<file path="src/rtl/uart_response_serializer.sv">
// Serializes a 1-4 byte response word MSB first into the UART TX FIFO, honouring back-pressure with a stall timeout.
// RESPONSE_CHECKSUM_EN appends an XOR checksum byte after the data bytes.
module uart_response_serializer #(
   parameter int unsigned STALL_TIMEOUT = 1023,
   parameter int unsigned COUNT_WIDTH   = 16
) (
   input  logic                   clk,
   input  logic                   reset,
   input  logic                   word_valid,
   output logic                   word_ready,
   input  logic [31:0]            word_data,
   input  logic [1:0]             word_bytes_m1,
   input  logic                   uart_tx_full,
   output logic                   uart_write,
   output logic [7:0]             uart_data,
   output logic                   busy,
   output logic                   stall_error,
   input  logic                   error_clear,
   output logic [COUNT_WIDTH-1:0] frame_count
);
   localparam int SW = (STALL_TIMEOUT < 2) ? 1 : $clog2(STALL_TIMEOUT + 1);

   typedef enum logic [1:0] {IDLE, SEND, CHKSUM} state_t;

   state_t        state_q;
   logic [31:0]   shift_q;
   logic [1:0]    cnt_q;
   logic [SW-1:0] stall_q;
   logic [7:0]    last_q;
   logic          sending;
   logic          timeout;
`ifdef RESPONSE_CHECKSUM_EN
   logic [7:0]    xor_q;
`endif

   assign sending    = (state_q == SEND) || (state_q == CHKSUM);
   assign uart_write = sending && !uart_tx_full;
   // Fires on the cycle whose stall would bring the count to STALL_TIMEOUT.
   assign timeout    = (STALL_TIMEOUT != 0) && (stall_q == SW'(STALL_TIMEOUT - 1));

   always_comb begin
      uart_data = last_q;
      if (state_q == SEND) begin
         uart_data = shift_q[31:24];
      end
`ifdef RESPONSE_CHECKSUM_EN
      else if (state_q == CHKSUM) begin
         uart_data = xor_q;
      end
`endif
   end

   always_ff @(posedge clk) begin
      if (reset) begin
         state_q     <= IDLE;
         word_ready  <= 1'b1;
         busy        <= 1'b0;
         stall_error <= 1'b0;
         frame_count <= '0;
         shift_q     <= '0;
         cnt_q       <= '0;
         stall_q     <= '0;
         last_q      <= '0;
`ifdef RESPONSE_CHECKSUM_EN
         xor_q       <= '0;
`endif
      end else begin
         if (error_clear) begin
            stall_error <= 1'b0;
         end
         if (uart_write) begin
            last_q  <= uart_data;
            stall_q <= '0;
         end else if (sending) begin
            stall_q <= stall_q + 1'b1;
         end

         case (state_q)
            IDLE: begin
               if (word_valid) begin
                  // Left-align: shift by 8*(3-n), and 3-n equals ~n for a 2-bit n.
                  shift_q    <= word_data << {~word_bytes_m1, 3'b000};
                  cnt_q      <= word_bytes_m1;
                  stall_q    <= '0;
                  state_q    <= SEND;
                  word_ready <= 1'b0;
                  busy       <= 1'b1;
`ifdef RESPONSE_CHECKSUM_EN
                  xor_q      <= '0;
`endif
               end
            end
            SEND: begin
               if (uart_write) begin
                  shift_q <= shift_q << 8;
                  cnt_q   <= cnt_q - 1'b1;
`ifdef RESPONSE_CHECKSUM_EN
                  xor_q   <= xor_q ^ uart_data;
                  if (cnt_q == 2'd0) begin
                     state_q <= CHKSUM;
                  end
`else
                  if (cnt_q == 2'd0) begin
                     state_q     <= IDLE;
                     word_ready  <= 1'b1;
                     busy        <= 1'b0;
                     frame_count <= frame_count + 1'b1;
                  end
`endif
               end else if (timeout) begin
                  state_q     <= IDLE;
                  word_ready  <= 1'b1;
                  busy        <= 1'b0;
                  stall_error <= 1'b1;
                  stall_q     <= '0;
               end
            end
            CHKSUM: begin
               if (uart_write) begin
                  state_q     <= IDLE;
                  word_ready  <= 1'b1;
                  busy        <= 1'b0;
                  frame_count <= frame_count + 1'b1;
               end else if (timeout) begin
                  state_q     <= IDLE;
                  word_ready  <= 1'b1;
                  busy        <= 1'b0;
                  stall_error <= 1'b1;
                  stall_q     <= '0;
               end
            end
            default: begin
               state_q    <= IDLE;
               word_ready <= 1'b1;
               busy       <= 1'b0;
            end
         endcase
      end
   end
endmodule

</file>
<file path="config.mk">
export PLATFORM = sky130hd
export DESIGN_NAME = uart_response_serializer
export DESIGN_NICKNAME = d
export VERILOG_FILES = /design/src/rtl/uart_response_serializer.sv
export SDC_FILE = /design/constraint.sdc
export NUM_CORES = 1
export LEC_CHECK = 0
export BUFFER_PORTS_ARGS = -buffer_cell sky130_fd_sc_hd__buf_2
export CORE_ASPECT_RATIO = 1.1
export CORE_MARGIN = 4
export CORE_UTILIZATION = 50
export CTS_CLUSTER_DIAMETER = 50
export DETAILED_ROUTE_END_ITERATION = 10
export GPL_TIMING_DRIVEN = 1
export PLACE_DENSITY = 0.85
export SYNTH_ARGS = -nofsm -noshare
export SYNTH_HDL_FRONTEND = slang
export SYNTH_SLANG_ARGS = --single-unit
</file>
<file path="constraint.sdc">
create_clock -name clk -period 1.85 [get_ports clk]
set_input_delay 0.37 -clock clk [delete_from_list [all_inputs] [get_ports clk]]
set_output_delay 0.37 -clock clk [all_outputs]
set_load 0.1 [all_outputs]
</file>
==> impl_metrics.tcl <==
set metrics [dict create \
    fin_util_pct 66.62 \
    yosysMostFrequentCell "dfxtp_1" \
    synth-main-ff-cell "dfxtp_1" \
    hold_viol_final 0 \
    rr_worst_depth 6 \
    hold_ws_ps 285.2 \
    hp-class "primary input to flop" \
    die_area_sq_um 8401 \
    routedWlPerCell_um 15.41 \
    cts_buffers 9 \
    ys_ff_latch 71 \
    insertion_delay_ps 340 \
    leakage_nw 1.736 \
    antenna_found_initial 0 \
    diodes 0 \
    ys_warn_count 0 \
    cp.arrival_ps 2060 \
    reg2reg_setup_slack_ps 70 \
    finalPower_w 0.003494 \
    fin_skew_ps 10.56 \
    hpwl_mm 6.050 \
    clock_sinks 71 \
    cp.required_ps 2130 \
    fin_cells 568 \
    gp_congestion 0.8480 \
    die_h_um 95.73 \
    crit_type "flop to flop" \
    vias_per_cell 5.819 \
    design.core.area_sq_um 6710 \
    setup_viol 0 \
    synth_fp_nets 455 \
    ios 67 \
    drv_cap 0 \
    grt_usage_pct 21.36 \
    synth_edf_count 0 \
    nNetsFinal 525 \
    first_pass_iters 5 \
    grt_first_pass_wirelength_mm 14.39 \
    vias 3305 \
    min_from "word_valid" \
    hold_buffers 0 \
    tightest_slew_ps 539.1 \
    whs_path_depth 2 \
    status "completed" \
    period_needed_ps 1783 \
    io_buffer_count 66 \
    initial_core_util_pct 52.13 \
    rr_endpoint "frame_count[15]$_SDFFE_PP0P_" \
    rows 31 \
    synth_top_cell_area_share_pct 40.63 \
    synth_compound_area_share_pct 18.17 \
    synth_adder_area_share_pct 1.431 \
    area_growth_pct 27.79 \
    synthTopCellsByArea "dfxtp_1 41%, mux2_2 7.4%, nor2_1 5.8%" \
    remaining_drc_errors 0 \
    cts-root-buf "clkbuf_8" \
    wirelength_mm 8.755 \
    synth-simple-area-share_pct 20.82 \
    slew_violations 0 \
    final.setup.tns_ps 0 \
    clockBufferDepth 2 \
    grt_overflow 0 \
    dieWidth_um 87.76 \
    synth-async-reset-ratio_pct 0 \
    ys_seq_area_share_pct 40.63 \
    grt_max_degree 34 \
    synth-xor-area-share_pct 4.757 \
    p_per_area_nw_per_um2 781.5 \
    worst-path-max-fanout 5 \
    peakVddDrop_mv 0.4950 \
    syn_inst 412 \
    holdPathEnd "stall_q[0]$_SDFF_PP0_" \
    ys_top_cells_by_count "71 x dfxtp_1, 54 x nor2_1, 46 x nand2_1" \
    avgSynthCellArea_sq_um 8.491 \
    layout-drive-gt1-share_pct 30.66 \
    synth_area_sq_um 3498 \
    drt_iter0_drc 202 \
    synth_cell_type_count 45 \
    max_freq_mhz 561.0 \
    htree_levels 3 \
    r2r_start "cnt_q[0]$_SDFFE_PP0P_" \
    critPathLaunchType "flop" \
    cts_tree "yes" \
    cts.clk_slew.worst_paths_ps 70 \
    synth_top_family_by_area "simple AND/OR/NAND/NOR gates" \
    grt_pass1_vias 3243 \
    synth_mux_area_share_pct 10.01 \
    dp.cells 550 \
    cp-end-kind "flop" \
    ant_nets 0 \
    period_share_pct 96.36 \
    relSlewSlack_pct 63.99 \
    synth_top_cell_by_area "dfxtp_1" \
]
## metrics by stage
stage               setup slack [ps]  area (sq um)
finish                         67.40          4471
global route                  -5.719          4471
CTS                            10.20          4448
detailed placement             12.48          4224
global placement               74.96          4224
floorplan                     -334.0          3593
## critical path, cell delays in order, from the launching register on
cell and delay [ps]:
dfxtp_1 320, inv_2 80, ha_4 150, nand4_2 120, or4_4 550, or3_1 360
a21oi_1 140
## logic make-up after synthesis
group	Yosys count
AOI/OAI and AO/OA	94
and+or+nand+nor	155
xor gates and xnor gates	19
buffers and inverters	37
adders and majority gates	4
muxes	32
DFF	71
## flip-flops by register name (all words and copies together), names as in the netlist
register / count
word_ready: 1
last_q: 8
frame_count: 16
shift_q: 32
busy: 1
stall_q: 10
stall_error: 1
cnt_q: 2
## per-layer routing
metal	global-route usage, %	share of wire, %
met1	25.42	42
met4	9.591	1.8
met5	0	0
met2	36.93	50
met3	4.281	6.7
## placed cells by master, fill, tap and decap left out, types with 10 or more instances in the layout
master / synthesis / routed
clkbuf_8: 0 / 10
dfxtp_1: 71 / 59
mux2_2: 23 / 15
nor2_1: 54 / 53
buf_12: 0 / 12
buf_4: 0 / 17
buf_2: 6 / 56
nand2_1: 46 / 46
nor3_1: 12 / 12
dfxtp_4: 0 / 11
o211ai_1: 16 / 16
a21oi_1: 35 / 35
xnor2_1: 12 / 12
## final cells by class
type / instances / area, sq um
clock inverters: 2 / 10.01
flip-flops and latches: 71 / 1464
repair buffers: 87 / 713.2
clock buffers: 13 / 148.9
multi-input cells: 304 / 1996
well taps: 82 / 102.6
fillers: 537 / 2240
inverters: 9 / 36.28
## timing repair
action                                  in CTS  in global routing
gates resized for setup                      0                  4
endpoints found under the setup margin       8                  7
cloned                                       2                  0
setup buffers                                0                  1
## report_power, final
group	internal [W]	total, W	switching, W	leakage, nW
Combinational	0.000340	0.000802	0.000462	1.06
Clock	0.000513	0.00104	0.000531	0.0833
Sequential	0.00159	0.00165	0.0000549	0.588
Total	0.00245	0.00349	0.00105	1.74
## how the worst max path moves through the flow
stage                          start                      endpoint  slack (ps)  cells after the start
6_report       cnt_q[0]$_SDFFE_PP0P_  frame_count[15]$_SDFFE_PP0P_          70                      6
5_1_grt        cnt_q[1]$_SDFFE_PP0P_  frame_count[15]$_SDFFE_PP0P_          -6                      6
4_1_cts        cnt_q[0]$_SDFFE_PP0P_  frame_count[15]$_SDFFE_PP0P_          10                      6
3_5_place_dp   cnt_q[0]$_SDFFE_PP0P_  frame_count[15]$_SDFFE_PP0P_          10                      6
3_3_place_gp   cnt_q[0]$_SDFFE_PP0P_  frame_count[15]$_SDFFE_PP0P_          70                      6
2_1_floorplan      busy$_SDFFE_PP0P_                  uart_data[5]        -330                      4
Power figures use the tool's default switching activity.
